--- config.mk ---
export PLATFORM = sky130hd
export DESIGN_NAME = fifo_rd_packer
export DESIGN_NICKNAME = d
export VERILOG_FILES = /design/src/rtl/shared_pkg.sv /design/src/rtl/fifo_rd_packer_out_reg.sv /design/src/rtl/fifo_rd_packer.sv
export SDC_FILE = /design/constraint.sdc
export NUM_CORES = 1
export LEC_CHECK = 0
export ABC_CLOCK_PERIOD_IN_PS = 3900
export BUFFER_PORTS_ARGS = -buffer_cell sky130_fd_sc_hd__buf_2
export CAP_MARGIN = 5
export CORE_MARGIN = 3
export CORE_UTILIZATION = 50
export CTS_BUF_LIST = sky130_fd_sc_hd__clkbuf_8
export DETAILED_ROUTE_END_ITERATION = 8
export GPL_TIMING_DRIVEN = 0
export PLACE_DENSITY = 0.8
export SYNTH_ARGS = -nofsm -noshare
export SYNTH_HDL_FRONTEND = slang
export SYNTH_SLANG_ARGS = --single-unit
--- constraint.sdc ---
create_clock -name clk -period 3.9 [get_ports clk]
set_input_delay 0.585 -clock clk [delete_from_list [all_inputs] [get_ports clk]]
set_output_delay 0.585 -clock clk [all_outputs]
set_load 0.03 [all_outputs]
--- src/rtl/shared_pkg.sv ---
// -----------------------------------------------------------------------------
// shared_pkg
// Shared definitions for the FIFO read-side packer.
//   FIFO_WIDTH     : default width of one FIFO word
//   PACK           : default number of words per output beat (2..4)
//   packer_state_e : assembly-side FSM states
//   beat_t         : one output beat (keep mask + packed data) at the defaults
// -----------------------------------------------------------------------------
package shared_pkg;

    localparam int FIFO_WIDTH = 16;
    localparam int PACK       = 2;

    // COLLECT : gathering words, no beat ready for hand-off
    // HOLD    : a complete beat sits in the assembly register
    // FLUSH   : a partial beat has been requested and is waiting to leave
    typedef enum logic [1:0] {
        COLLECT = 2'd0,
        HOLD    = 2'd1,
        FLUSH   = 2'd2
    } packer_state_e;

    typedef struct packed {
        logic [PACK-1:0]            keep;
        logic [FIFO_WIDTH*PACK-1:0] data;
    } beat_t;

endpackage

--- src/rtl/fifo_rd_packer_out_reg.sv ---
// -----------------------------------------------------------------------------
// fifo_rd_packer_out_reg
// One-entry valid/ready holding register for the packed output beat.
//   clk, rst : clock and synchronous active-high reset
//   i_load   : load i_data/i_keep this cycle (only when o_free is high)
//   i_data   : beat data to load
//   i_keep   : word keep mask to load
//   i_ready  : downstream ready
//   o_valid  : beat valid
//   o_data   : held beat data
//   o_keep   : held keep mask
//   o_free   : register can accept a load this cycle
// -----------------------------------------------------------------------------
module fifo_rd_packer_out_reg #(
    parameter int W = 32,
    parameter int K = 2
) (
    input  logic         clk,
    input  logic         rst,
    input  logic         i_load,
    input  logic [W-1:0] i_data,
    input  logic [K-1:0] i_keep,
    input  logic         i_ready,
    output logic         o_valid,
    output logic [W-1:0] o_data,
    output logic [K-1:0] o_keep,
    output logic         o_free
);
    import shared_pkg::*;

    logic         r_valid;
    logic [W-1:0] r_data;
    logic [K-1:0] r_keep;

    // Free when empty or when the current beat is handed off this cycle,
    // so back-to-back beats need no bubble.
    assign o_free  = !r_valid || i_ready;
    assign o_valid = r_valid;
    assign o_data  = r_data;
    assign o_keep  = r_keep;

    always_ff @(posedge clk) begin
        if (rst) begin
            r_valid <= 1'b0;
            r_data  <= '0;
            r_keep  <= '0;
        end else if (i_load) begin
            r_valid <= 1'b1;
            r_data  <= i_data;
            r_keep  <= i_keep;
        end else if (r_valid && i_ready) begin
            // Data is left in place; only valid drops.
            r_valid <= 1'b0;
        end
    end

endmodule

--- src/rtl/fifo_rd_packer.sv ---
// -----------------------------------------------------------------------------
// fifo_rd_packer
// Pops FIFO_WIDTH-bit words from a synchronous FIFO (1-cycle read latency) and
// packs PACK consecutive words into one beat on a valid/ready master port.
// A flush pulse pushes out a partially filled beat.
//   clk, rst      : clock and synchronous active-high reset
//   fifo_empty    : FIFO empty flag
//   fifo_rd_en    : FIFO read request
//   fifo_data_out : FIFO read data, valid the cycle after an accepted read
//   flush         : single-cycle request to emit the current partial beat
//   m_valid       : output beat valid
//   m_ready       : downstream ready
//   m_data        : packed beat, word 0 (first popped) in the low bits
//   m_keep        : bit i set when word i of m_data is valid
//   words_held    : words currently in the assembly register
// -----------------------------------------------------------------------------
module fifo_rd_packer #(
    parameter int FIFO_WIDTH = shared_pkg::FIFO_WIDTH,
    parameter int PACK       = shared_pkg::PACK
) (
    input  logic                       clk,
    input  logic                       rst,
    input  logic                       fifo_empty,
    output logic                       fifo_rd_en,
    input  logic [FIFO_WIDTH-1:0]      fifo_data_out,
    input  logic                       flush,
    output logic                       m_valid,
    input  logic                       m_ready,
    output logic [FIFO_WIDTH*PACK-1:0] m_data,
    output logic [PACK-1:0]            m_keep,
    output logic [2:0]                 words_held
);
    import shared_pkg::*;

    localparam logic [2:0] PACK_W = 3'(PACK);

    logic [2:0]                 r_words_held;
    logic [2:0]                 w_words_next;
    logic                       r_inflight;
    logic                       r_flush_pend;
    logic                       w_flush_pend_next;
    packer_state_e              r_state;
    packer_state_e              w_state_next;
    logic [FIFO_WIDTH-1:0]      r_asm [PACK];

    logic [3:0]                 w_occupancy;
    logic                       w_out_free;
    logic                       w_beat_full;
    logic                       w_beat_flush;
    logic                       w_transfer;
    logic [FIFO_WIDTH*PACK-1:0] w_beat_data;
    logic [PACK-1:0]            w_beat_keep;

    // Counting the outstanding read as occupied keeps a single read in flight
    // and guarantees the assembly register never overflows.
    assign w_occupancy = {1'b0, r_words_held} + {3'b000, r_inflight};
    assign fifo_rd_en  = !rst && !fifo_empty && !r_flush_pend
                         && (w_occupancy < 4'(PACK));

    // r_state is computed one cycle ahead from the next-state values, so it
    // describes what the assembly register offers in the current cycle.
    assign w_beat_full  = (r_state == HOLD);
    assign w_beat_flush = (r_state == FLUSH) && !r_inflight;
    assign w_transfer   = w_out_free && (w_beat_full || w_beat_flush);

    always_comb begin
        w_words_next = r_words_held;
        // Capture and transfer never coincide: a full beat blocks reads, and a
        // flush transfer waits for the in-flight word.
        if (w_transfer) begin
            w_words_next = 3'd0;
        end else if (r_inflight) begin
            w_words_next = r_words_held + 3'd1;
        end

        // A flush only sticks if data is (or is about to be) held; a flush
        // with nothing to emit is dropped, and any transfer satisfies it.
        w_flush_pend_next = (r_flush_pend || flush) && !w_transfer
                            && ((w_words_next != 3'd0) || fifo_rd_en);

        w_state_next = COLLECT;
        if (w_words_next == PACK_W) begin
            w_state_next = HOLD;
        end else if (w_flush_pend_next && (w_words_next != 3'd0)) begin
            w_state_next = FLUSH;
        end
    end

    always_ff @(posedge clk) begin
        if (rst) begin
            r_words_held <= 3'd0;
            r_inflight   <= 1'b0;
            r_flush_pend <= 1'b0;
            r_state      <= COLLECT;
        end else begin
            r_words_held <= w_words_next;
            r_inflight   <= fifo_rd_en;
            r_flush_pend <= w_flush_pend_next;
            r_state      <= w_state_next;
        end
    end

    // The returning word lands in the next free slot.
    always_ff @(posedge clk) begin
        if (rst) begin
            for (int i = 0; i < PACK; i++) begin
                r_asm[i] <= '0;
            end
        end else begin
            for (int i = 0; i < PACK; i++) begin
                if (r_inflight && (r_words_held == 3'(i))) begin
                    r_asm[i] <= fifo_data_out;
                end
            end
        end
    end

    // Slots beyond words_held may hold stale words from an earlier beat, so
    // they are forced to zero in the outgoing beat.
    genvar gi;
    generate
        for (gi = 0; gi < PACK; gi++) begin : g_slot
            assign w_beat_keep[gi] = (r_words_held > 3'(gi));
            assign w_beat_data[gi*FIFO_WIDTH +: FIFO_WIDTH] =
                (r_words_held > 3'(gi)) ? r_asm[gi] : '0;
        end
    endgenerate

    fifo_rd_packer_out_reg #(
        .W (FIFO_WIDTH*PACK),
        .K (PACK)
    ) u_out_reg (
        .clk     (clk),
        .rst     (rst),
        .i_load  (w_transfer),
        .i_data  (w_beat_data),
        .i_keep  (w_beat_keep),
        .i_ready (m_ready),
        .o_valid (m_valid),
        .o_data  (m_data),
        .o_keep  (m_keep),
        .o_free  (w_out_free)
    );

    assign words_held = r_words_held;

endmodule

== Word level (Yosys, flattened, before mapping) ==
Memories as Yosys holds them, arrays and structs flattened.
Cells that the tools add are included.
Operators by class
  $add $sub $neg: 2
  magnitude comparators: 3
  equal/unequal tests: 4
  mux-type cells: 18
  bitwise logic cells: 2
  reductions and logical operators: 25
Operators with widths (number)
  $mux W16: 4
  $logic_and A1 B1 Y1: 11
  $mux W1: 11
  $gt A3 B1 Y1 const B: 2
  $logic_not A1 Y1: 6
  $mux W3: 2
  $add A3 B1 Y4: 1
  $logic_or A1 B1 Y1: 4
  $lt A4 B2 Y1 const B: 1
  $add A3 B1 Y3 const B: 1
  $eq A3 B1 Y1 const B: 1
  $eq A3 B2 Y1 const B: 1
  $logic_not A3 Y1: 1
  $reduce_bool A3 Y1: 1
  $eq A2 B1 Y1 const B: 1
  $eq A2 B2 Y1 const B: 1
  $mux W2: 1
  $or A1 B1 Y1: 2
  $reduce_bool A2 Y1: 1
  $reduce_or A2 Y1: 1
Storage, ports and cells
  bits in registers: 42
  RAM bits: 32
  output and inout port bits: 39
  memories kept: 1
Memory list
  r_asm: words 2, bits a word 16, rd ports 2, clocked after memory_dff 0, wr ports 2, RTL line fifo_rd_packer.sv:44  | logic [FIFO_WIDTH-1:0] r_asm [PACK];

== Logic depth before layout (Yosys ltp) ==
Gate-level depths: netlist (run 1).
  word-level depth: 11
  depth in mapped cells: 7
  depth with buffers taken out: 6

== Modules after synthesis ==
From an unflattened synthesis (run 1), not the netlist that was laid out.
Unflattened totals
  cells, all modules: 248
  area total of the unflattened synthesis: 2997.9 um2
Modules (own cells, without submodules)
  fifo_rd_packer: instances 1, cells each 134, area an instance 1722.9 um2, sequential area each 1101.1 um2
  fifo_rd_packer_out_reg: instances 1, cells each 114, area an instance 1275.0 um2, sequential area each 700.7 um2

== Worst setup path after synthesis (run 1) ==
Ideal clock, no wire load.
  path kind: flip-flop to output port
  start point: register r_words_held[0] (netlist: words_held[0])
  end point: output port fifo_rd_en
  data arrival time: 1591 ps
  required time: 3315 ps
  setup slack: 1724 ps
  cell stages (with the launch flop): 5
  path buffers: 0
  path through: dfxtp_1 -> ha_1 -> ha_1 -> nor4_1 -> o21a_1
Between the ends
  cells in the longest elaborated chain, start to end: 3
RTL lines
  start: declaration: RTL line fifo_rd_packer.sv:37  | logic [2:0] r_words_held;
  start signal: assignment: RTL line fifo_rd_packer.sv:96  | r_words_held <= w_words_next;
  $add A3 B1 Y4: RTL line fifo_rd_packer.sv:56  | assign w_occupancy = {1'b0, r_words_held} + {3'b000, r_inflight};
  $lt A4 B2 Y1: RTL line fifo_rd_packer.sv:58  | && (w_occupancy < 4'(PACK));
  $logic_and A1 B1 Y1: RTL line fifo_rd_packer.sv:58
  end: declaration: RTL line fifo_rd_packer.sv:24  | output logic fifo_rd_en,
Every way passes these cells.

== Worst setup path in the final report (run 1) ==
  start point: register r_inflight
  end point: output port fifo_rd_en
Between the ends
  cells in the longest elaborated chain, start to end: 3
RTL lines
  start: declaration: RTL line fifo_rd_packer.sv:39  | logic r_inflight;
  start signal: assignment: RTL line fifo_rd_packer.sv:97  | r_inflight <= fifo_rd_en;
  $add A3 B1 Y4: RTL line fifo_rd_packer.sv:56
  $lt A4 B2 Y1: RTL line fifo_rd_packer.sv:58
  $logic_and A1 B1 Y1: RTL line fifo_rd_packer.sv:58
Every way passes these cells.

==> results.md, run 1 <==
- Worst Setup Path Type: flop to output pin
- Required @ worst endpoint: 3.31 ns
- Final antenna-violating net count: 0
- CTS tree: built
- CTS root buf: clkbuf_8
- Crit path DAT: 2.05 ns
- Synthesized Nets: 279
- Via density per instance: 5.23
- Flops & latches, synth: 74
- Static Leakage: 1.39 nW
- Worst slew pin tran: 0.715 ns
- F_max: 380 MHz
- Final nets: 348
- Die width: 82.9 um
- Synth-to-layout area growth: 19.1%
- Hold crit path type: flop to flop
- Max Root-Sink Buffers: 2
- Gr ovfl total: 0
- Dominant synthesized flop cell: dfxtp_1
- Fin crit period: 2.63 ns
- Most frequent cells in the layout: buf_2 (66), dfxtp_1 (42), nand2_1 (34)
- Status: complete, no violations
- Post-route cell area: 3520 sq um
- Mapped Area: 2960 sq um
- Mapped Cells: 253
- Slowest-stage cell, CP: dfxtp_1
- Vias after detailed routing: 2,086
- Final Skew: 0.00949 ns
- Most used cell, CP: ha_1
- Placed inst area: 3340 sq um
- Initial antenna violation count: 0
- Post-cts sizing count: 0
- CP max stage delay: 0.49 ns
- Final Cycle Share: 67.6%
- Final Hold Viols: 0
- # setup viols final: 0
- Max-slew headroom: 52.3%
- Clk sinks: 74
- Core Area: 5610 sq um
- Crit end category: output pin
- Synth unique cells: 38
- Cts bufs inserted: 9
- Cts hold-fix bufs: 0
- Buffers plus inverters on the worst setup path: 1
- Die Ht: 82.9 um
- Setup tns final: 0 ns
- Starting Density: 52.8%
- FFs w/ async S/R, synth: 0%
- Syn. warnings: 0
- Number of synthesized flops with an enable pin: 32
- Largest net degree at the start of global routing: 17
- Std cell rows: 27
- Gpl congestion: 0.807
- H-tree depth: 3
- Ports: 60
- CP top delay family: flip-flops
- Worst-skew pair later-pin latency: 0.34 ns
- Max rail drop VDD: 0.279 mV
- Fill count: 504
- N_diodes: 0
- Share of cells above drive strength 1: 39.1%
- Initial DRC Count: 145
- First-pass GRT wire length: 10,300 um
- Slew Limit Fails: 0
- Overall die area: 6880 sq um
- DRT Pass-1 Iters: 4
- CP startpoint kind: flop
- RSZ-0062 raised after global routing: no
- CTS clk-pin slew, worst paths: 0.08 ns
- Residual DRC: 0
- DP Wirelength: 4500 um
- Setup Buffers After CTS: 0
- Routed wire length: 6310 um
- Max-Cap Viols: 0
- Gr usage total: 19.3%
- I/O Buffers: 58
- Syn_area_per_cell: 11.7 sq um
- Crit path max fanout: 6
- CP Cell Sequence: ha_1 -> ha_1 -> nor4_1 -> o21a_1 -> buf_2
- Sequential area share after synthesis: 60.9%
- Avg WL per Cell: 15.8 um
- Pwr/cell area: 461 nW/um^2
- Vias in the first global route: 2,183
- Commonest non-fill, non-tap cell in the layout: buf_2
==> where the power goes <==
part           internal (mW)  switching (mW)  total (mW)
combinational         0.0623           0.134       0.196
clock                  0.288           0.271       0.560
sequential             0.850          0.0196       0.870
total                   1.20           0.425        1.63
==> sequential cells by signal (all words and copies together), names as in the netlist <==
signal and count:
words_held 3, r_asm 32, u_out_reg.o_keep 2, r_state 2, u_out_reg.o_data 32, r_inflight 1, r_flush_pend 1, u_out_reg.o_valid 1
==> synth_stat cells, types with 2 or more instances <==
| cell type | n | area (sq um) |
|---|---|---|
| a21o_1 | 2 | 15.0 |
| a21oi_1 | 18 | 90.1 |
| a21oi_2 | 16 | 140 |
| and2_1 | 17 | 106 |
| buf_2 | 8 | 40.0 |
| clkbuf_1 | 2 | 7.51 |
| clkbuf_2 | 2 | 10.0 |
| dfxtp_1 | 42 | 841 |
| edfxtp_1 | 32 | 961 |
| ha_1 | 5 | 62.6 |
| inv_1 | 2 | 7.51 |
| nand2_1 | 34 | 128 |
| nand2b_1 | 2 | 12.5 |
| nand3_1 | 16 | 80.1 |
| nand3_2 | 16 | 160 |
| nor2_1 | 9 | 33.8 |
| nor2b_1 | 3 | 18.8 |
| nor3_1 | 2 | 10.0 |
| nor3_2 | 4 | 40.0 |
| nor3b_1 | 2 | 15.0 |
| o21a_1 | 2 | 15.0 |
==> worst reg2reg max path, delay by kind of cell, from the launching register on <==
kind                       cells  cell delay (ns)
adders and majority gates      1             0.23
and+or+nand+nor                2             0.32
AOI/OAI and AO/OA              1             0.19
DFF                            1             0.47
buffers and inverters          2             0.30
==> layout make-up <==
class | instances | area [sq um] | share of cell area (%)
tap | 72 | 90.1 | 2.56
inverter | 2 | 7.51 | 0.213
sequential | 74 | 1800 | 51.1
clock buffer | 9 | 124 | 3.51
multi-input combinational | 160 | 1030 | 29.4
clock inverter | 7 | 61.3 | 1.74
timing repair buffer | 58 | 290 | 8.24
buffer | 17 | 115 | 3.27
==> through the flow <==
| step | hold WS (ns) | worst slack [ns] | utilization, % | power [mW] | cells |
|---|---|---|---|---|---|
| 2_1_floorplan | 0.494 | 1.72 | - | 1.02 | 253 |
| 3_3_place_gp | 0.437 | 1.78 | 59.5 | 1.08 | 383 |
| 3_5_place_dp | 0.441 | 1.65 | 59.5 | 1.08 | 383 |
| 4_1_cts | 0.452 | 1.28 | 62.9 | 1.64 | 399 |
| 5_1_grt | 0.478 | 1.23 | 62.9 | 1.69 | 399 |
| 6_report | 0.453 | 1.27 | 62.9 | 1.63 | 399 |
==> routing by layer <==
| metal | global-route usage (%) | up-vias | wire length, um | share of wire, % |
|---|---|---|---|---|
| met5 | 0 | - | 0 | 0 |
| met4 | 8.32 | 0 | 125 | 2.0 |
| met3 | 5.46 | 12 | 392 | 6.2 |
| met2 | 32.0 | 65 | 3150 | 50 |
| met1 | 23.5 | 992 | 2650 | 42 |
| li1 | - | 1017 | - | - |
==> path summary, 6_finish.rpt <==
kind                                          start                  end  slack (ns)  cells past startpoint
worst max-delay path                     r_inflight           fifo_rd_en        1.27                      5
worst min-delay path            u_out_reg.o_data[4]  u_out_reg.o_data[4]        0.45                      2
worst max register to register        words_held[1]         r_asm[0][29]        2.15                      6
worst min register to register  u_out_reg.o_data[4]  u_out_reg.o_data[4]        0.45                      2
==> kinds of logic after synthesis <==
logic type               count (synthesis)  synth area share [%]
AND/OR/NAND/NOR                        109                  21.7
flip-flops                              74                  60.9
AO/OA/AOI/OAI                           44                  10.5
buffers and inverters                   19                  4.14
adder cells (fa/ha/maj)                  5                  2.11
XOR/XNOR                                 1                 0.296
multiplexers                             1                 0.338
Power figures use the tool's default switching activity.
==> run 2: changes to the inputs <==
--- a/config.mk
+++ b/config.mk
@@ -5,7 +5,7 @@
 export SDC_FILE = /design/constraint.sdc
 export NUM_CORES = 1
 export LEC_CHECK = 0
-export ABC_CLOCK_PERIOD_IN_PS = 3900
+export ABC_CLOCK_PERIOD_IN_PS = 2400
 export BUFFER_PORTS_ARGS = -buffer_cell sky130_fd_sc_hd__buf_2
 export CAP_MARGIN = 5
 export CORE_MARGIN = 3
@@ -13,7 +13,7 @@
 export CTS_BUF_LIST = sky130_fd_sc_hd__clkbuf_8
 export DETAILED_ROUTE_END_ITERATION = 8
 export GPL_TIMING_DRIVEN = 0
-export PLACE_DENSITY = 0.8
+export PLACE_DENSITY = 0.83
 export SYNTH_ARGS = -nofsm -noshare
 export SYNTH_HDL_FRONTEND = slang
 export SYNTH_SLANG_ARGS = --single-unit
==> constraint.sdc (replaced) <==
create_clock -name clk -period 2.4 [get_ports clk]
set_input_delay 0.36 -clock clk [delete_from_list [all_inputs] [get_ports clk]]
set_output_delay 0.36 -clock clk [all_outputs]
set_load 0.03 [all_outputs]
==> run 2 against run 1 <==
Against the previous run: via count increased by 0.14%; largest cell class unchanged; non-clock buffer count unchanged; highest routed layer unchanged; global-route usage increased by 0.47 points; clock-buffer cell count increased by 1; critical endpoint unchanged; cell area decreased by 0.39%; combinational power increased by 64%; sequential power increased by 62%; power increased by 60%; cell count unchanged.
==> results.md, run 2 (synthesized netlist as in run 1, its figures left out) <==
- Clk sinks: 74
- PnR Total Power: 2.59 mW
- H-tree depth: 3
- GR peak layer: met2
- Slew Limit Fails: 0
- CP top delay family: adder cells
- Via density per instance: 5.24
- CTS clk-pin slew, worst paths: 0.07 ns
- RSZ-0062 raised after global routing: no
- Vias after detailed routing: 2,089
- Gr ovfl total: 0
- Max Root-Sink Buffers: 2
- Placed cells: 383
- Fin util: 62.6%
- Die Ht: 82.9 um
- Die width: 82.9 um
- Placed inst area: 3340 sq um
- Static Leakage: 1.38 nW
- Worst slew pin tran: 0.731 ns
- Gpl congestion: 0.748
- Overall die area: 6880 sq um
- CP startpoint kind: flop
- Max rail drop VDD: 0.370 mV
- Final Cycle Share: 93.8%
- Share of cells above drive strength 1: 39.4%
- Vias in the first global route: 2,150
- Cts bufs inserted: 9
- CP Cell Sequence: ha_1 -> ha_1 -> nor4_1 -> o21a_1 -> buf_2
- Fill count: 489
- Synth-to-layout area growth: 18.6%
- F_max: 444 MHz
- Final nets: 348
- Met2 Track Usage GR: 32.9%
- CTS root buf: clkbuf_8
- Crit path max fanout: 6
- Commonest non-fill, non-tap cell in the layout: buf_2
- Required @ worst endpoint: 2.04 ns
- GRT met3 Usage: 5.16%
- Setup Buffers After CTS: 0
- Slowest-stage cell, CP: dfxtp_1
- Pwr/cell area: 739 nW/um^2
- First-pass GRT wire length: 10,500 um
- Crit end category: output pin
- Std cell rows: 27
- Worst Setup Path Type: flop to output pin
- # setup viols final: 0
- Max-Cap Viols: 0
- Cts hold-fix bufs: 0
- Starting Density: 52.8%
- Residual DRC: 0
- CTS tree: built
- Gr usage total: 19.8%
- I/O Buffers: 58
- Initial antenna violation count: 0
- Routed wire length: 6340 um
- Final Skew: 0.00902 ns
- Initial DRC Count: 130
- Met1 Use GR: 22.9%
- Status: complete, no violations
- Max-slew headroom: 51.3%
- Post-route cell area: 3510 sq um
- Final non-filler cell total: 399
- Most used cell, CP: ha_1
- DP Wirelength: 4470 um
- Worst-skew pair later-pin latency: 0.36 ns
- DRT Pass-1 Iters: 4
- Setup tns final: 0 ns
- Reg2Reg Setup Slack: 0.64 ns
- CP max stage delay: 0.36 ns
- Ports: 60
- Hold crit path type: input pin to flop
- Core Area: 5610 sq um
- Post-cts sizing count: 0
- Most frequent cells in the layout: buf_2 (66), dfxtp_1 (41), nand2_1 (34)
- N_diodes: 0
- Fin crit period: 2.25 ns
- Largest net degree at the start of global routing: 17
- Avg WL per Cell: 15.9 um
- Final antenna-violating net count: 0
- Crit path DAT: 1.89 ns
- Buffers plus inverters on the worst setup path: 1
- Final Hold Viols: 0
-- run 2: per-layer routing --
metal  up-vias  wire length, um
met5         -                0
met4         0              186
met3        14              389
met2        75             3170
met1       984             2600
li1       1016                -
-- run 2: final timing paths --
path / start / cells past startpoint / to
worst max-delay path: words_held[0] / 5 / fifo_rd_en
worst min-delay path: fifo_empty / 3 / r_inflight
worst max register to register: words_held[1] / 6 / u_out_reg.o_data[22]
worst min register to register: u_out_reg.o_data[1] / 2 / u_out_reg.o_data[1]
-- run 2: layout make-up --
type                            count  area (sq um)  area share (%)
Inverter                            2          7.51           0.214
Clock inverter                      6          32.5           0.927
Sequential cell                    74          1800            51.4
Multi-Input combinational cell    160          1030            29.5
Tap cell                           72          90.1            2.57
Clock buffer                       10           138            3.92
Buffer                             17           115            3.28
Timing Repair Buffer               58           290            8.27
-- run 2: worst min-delay path: stages --
cell and delay (ns):
buf_2 0.08, nor4_1 0.05, o21a_1 0.09
-- run 2: stage by stage --
stage	worst slack, ns	hold slack, ns
6_report	0.149	0.274
5_1_grt	0.0331	0.268
4_1_cts	0.0573	0.272
3_5_place_dp	0.451	0.442
3_3_place_gp	0.518	0.441
2_1_floorplan	0.449	0.494
-- run 2: report_power, final --
| group | total [mW] | switching [mW] | internal [mW] |
|---|---|---|---|
| registers | 1.41 | 0.0322 | 1.38 |
| clock network | 0.860 | 0.466 | 0.394 |
| logic | 0.321 | 0.219 | 0.101 |
==> run 3: changes to the inputs <==
--- a/config.mk
+++ b/config.mk
@@ -8,6 +8,7 @@
 export ABC_CLOCK_PERIOD_IN_PS = 2400
 export BUFFER_PORTS_ARGS = -buffer_cell sky130_fd_sc_hd__buf_2
 export CAP_MARGIN = 5
+export CORE_ASPECT_RATIO = 0.75
 export CORE_MARGIN = 3
 export CORE_UTILIZATION = 50
 export CTS_BUF_LIST = sky130_fd_sc_hd__clkbuf_8
==> run 3 against run 2 <==
Against the previous run: via count fell by 0.81%; register-to-register slack barely moved; power is 3.0% lower; maximum frequency down 0.27%.
==> results.md, run 3 (synthesized netlist as in run 1, its figures left out) <==
- Slew Limit Fails: 0
- Max-Cap Viols: 0
- CTS tree: built
- Most frequent cells in the layout: buf_2 (66), dfxtp_1 (42), nand2_1 (34)
- Gr usage total: 20.1%
- Static Leakage: 1.38 nW
- Crit end category: output pin
- Pwr/cell area: 718 nW/um^2
- Reg-to-reg critical path endpoint: u_out_reg.o_data[7]
- Setup Buffers After CTS: 0
- Final antenna-violating net count: 0
- RSZ-0062 raised after global routing: no
- Fin crit period: 2.26 ns
- Final Hold Viols: 0
- N_diodes: 0
- # setup viols final: 0
- Starting Density: 53.6%
- First-pass GRT wire length: 10,100 um
- CP top delay family: flip-flops
- Gr ovfl total: 0
- Crit path DAT: 1.90 ns
- Final nets: 348
- Worst r2r src: words_held[1]
- Die width: 94.8 um
- F_max: 443 MHz
- Die Ht: 72.6 um
- R2r worst-path depth: 7
- Via density per instance: 5.15
- Routed wire length: 6290 um
- Internal power: 1.84 mW
- H-tree depth: 3
- Worst-skew pair later-pin latency: 0.34 ns
- I/O Buffers: 58
- GR peak layer: met2
- Slowest-stage cell, CP: dfxtp_1
- Initial antenna violation count: 0
- Fin util: 63.4%
- Max rail drop VDD: 0.382 mV
- Largest net degree at the start of global routing: 17
- Fill count: 457
- Worst Hold Path EP: r_inflight
- Overall die area: 6890 sq um
- PnR Total Power: 2.52 mW
- Initial DRC Count: 125
- Hold path cells: 3
- Crit path max fanout: 6
- DP Wirelength: 4490 um
- Critical path depth: 5
- Final Cycle Share: 94.1%
- Met1 Use GR: 24.3%
- Sw Ratio: 27.0%
- Share of cells above drive strength 1: 38.2%
- Reg2Reg Setup Slack: 0.64 ns
- Final Skew: 0.00227 ns
- Avg WL per Cell: 15.6 um
- Max-slew headroom: 50.5%
- CTS clk-pin slew, worst paths: 0.07 ns
- DRT Pass-1 Iters: 4
- Net switching power: 0.678 mW
- Worst Setup Path Type: flop to output pin
- Core Area: 5530 sq um
- Worst slew pin tran: 0.742 ns
- Synth-to-layout area growth: 18.4%
- Most used cell, CP: ha_1
- Cts hold-fix bufs: 0
- Post-cts sizing count: 0
- Commonest non-fill, non-tap cell in the layout: buf_2
- Status: complete, no violations
- Required @ worst endpoint: 2.04 ns
- Max Root-Sink Buffers: 2
- Gpl congestion: 0.863
- Met2 Track Usage GR: 32.8%
- Hold crit path type: input pin to flop
- Buffers plus inverters on the worst setup path: 1
- Residual DRC: 0
- CP Cell Sequence: ha_1 -> ha_1 -> nor4_2 -> o21a_1 -> buf_2
- CP startpoint kind: flop
- Clk sinks: 74
- Setup tns final: 0 ns
- GRT met3 Usage: 7.94%
- Ports: 60
- HP Start: fifo_empty
- CP max stage delay: 0.50 ns
- Worst Hold Slack: 0.282 ns
- Cts bufs inserted: 9
- Sequential share of power: 56.2%
- Clock power frac: 31.1%
- Logic pwr share: 12.6%
- Vias in the first global route: 2,051
- Vias after detailed routing: 2,072
- CTS root buf: clkbuf_8
- Std cell rows: 23
run 3: per-stage QoR:
stage / cell area (sq um) / setup slack [ns] / std cells
2_1_floorplan: 2960 / 0.449 / 253
3_3_place_gp: 3340 / 0.488 / 386
3_5_place_dp: 3340 / 0.429 / 386
4_1_cts: 3500 / 0.0429 / 402
5_1_grt: 3500 / 0.0272 / 402
6_report: 3500 / 0.142 / 402
run 3: layer usage:
| layer | share of wire [%] | routed length [um] | vias to the layer above |
|---|---|---|---|
| met5 | 0 | 0 | - |
| met4 | 1.6 | 103 | 0 |
| met3 | 8.4 | 529 | 9 |
| met2 | 47 | 2990 | 63 |
| met1 | 42 | 2670 | 987 |
| li1 | - | - | 1013 |
run 3: worst max-delay path by stage:
stage	start	endpoint	slack (ns)
floorplan	words_held[0]	fifo_rd_en	0.45
global placement	r_inflight	fifo_rd_en	0.49
detailed placement	r_inflight	fifo_rd_en	0.43
CTS	r_inflight	fifo_rd_en	0.04
global route	r_inflight	fifo_rd_en	0.03
finish	r_inflight	fifo_rd_en	0.14
run 3: tightest hold or removal path: cells and delay by family:
kind            cells  cell delay (ns)
buf+inv             1             0.08
simple gates        1             0.04
compound gates      1             0.10
run 3: cell type report:
type	count	area, sq um	area share (%)
clock buffers	9	124	3.53
repair buffers	58	290	8.28
plain buffers	17	115	3.28
flip-flops and latches	74	1800	51.4
multi-input cells	160	1040	29.7
well taps	75	93.8	2.68
inverters	2	7.51	0.214
clock inverters	7	31.3	0.893
run 3: power by group through the flow:
stage | Clock (mW) | Combinational (mW) | Sequential [mW]
2_1_floorplan | 0 | 0.201 | 1.46
3_3_place_gp | 0 | 0.310 | 1.44
3_5_place_dp | 0 | 0.317 | 1.44
4_1_cts | 0.801 | 0.319 | 1.41
5_1_grt | 0.862 | 0.347 | 1.42
6_report | 0.784 | 0.318 | 1.41
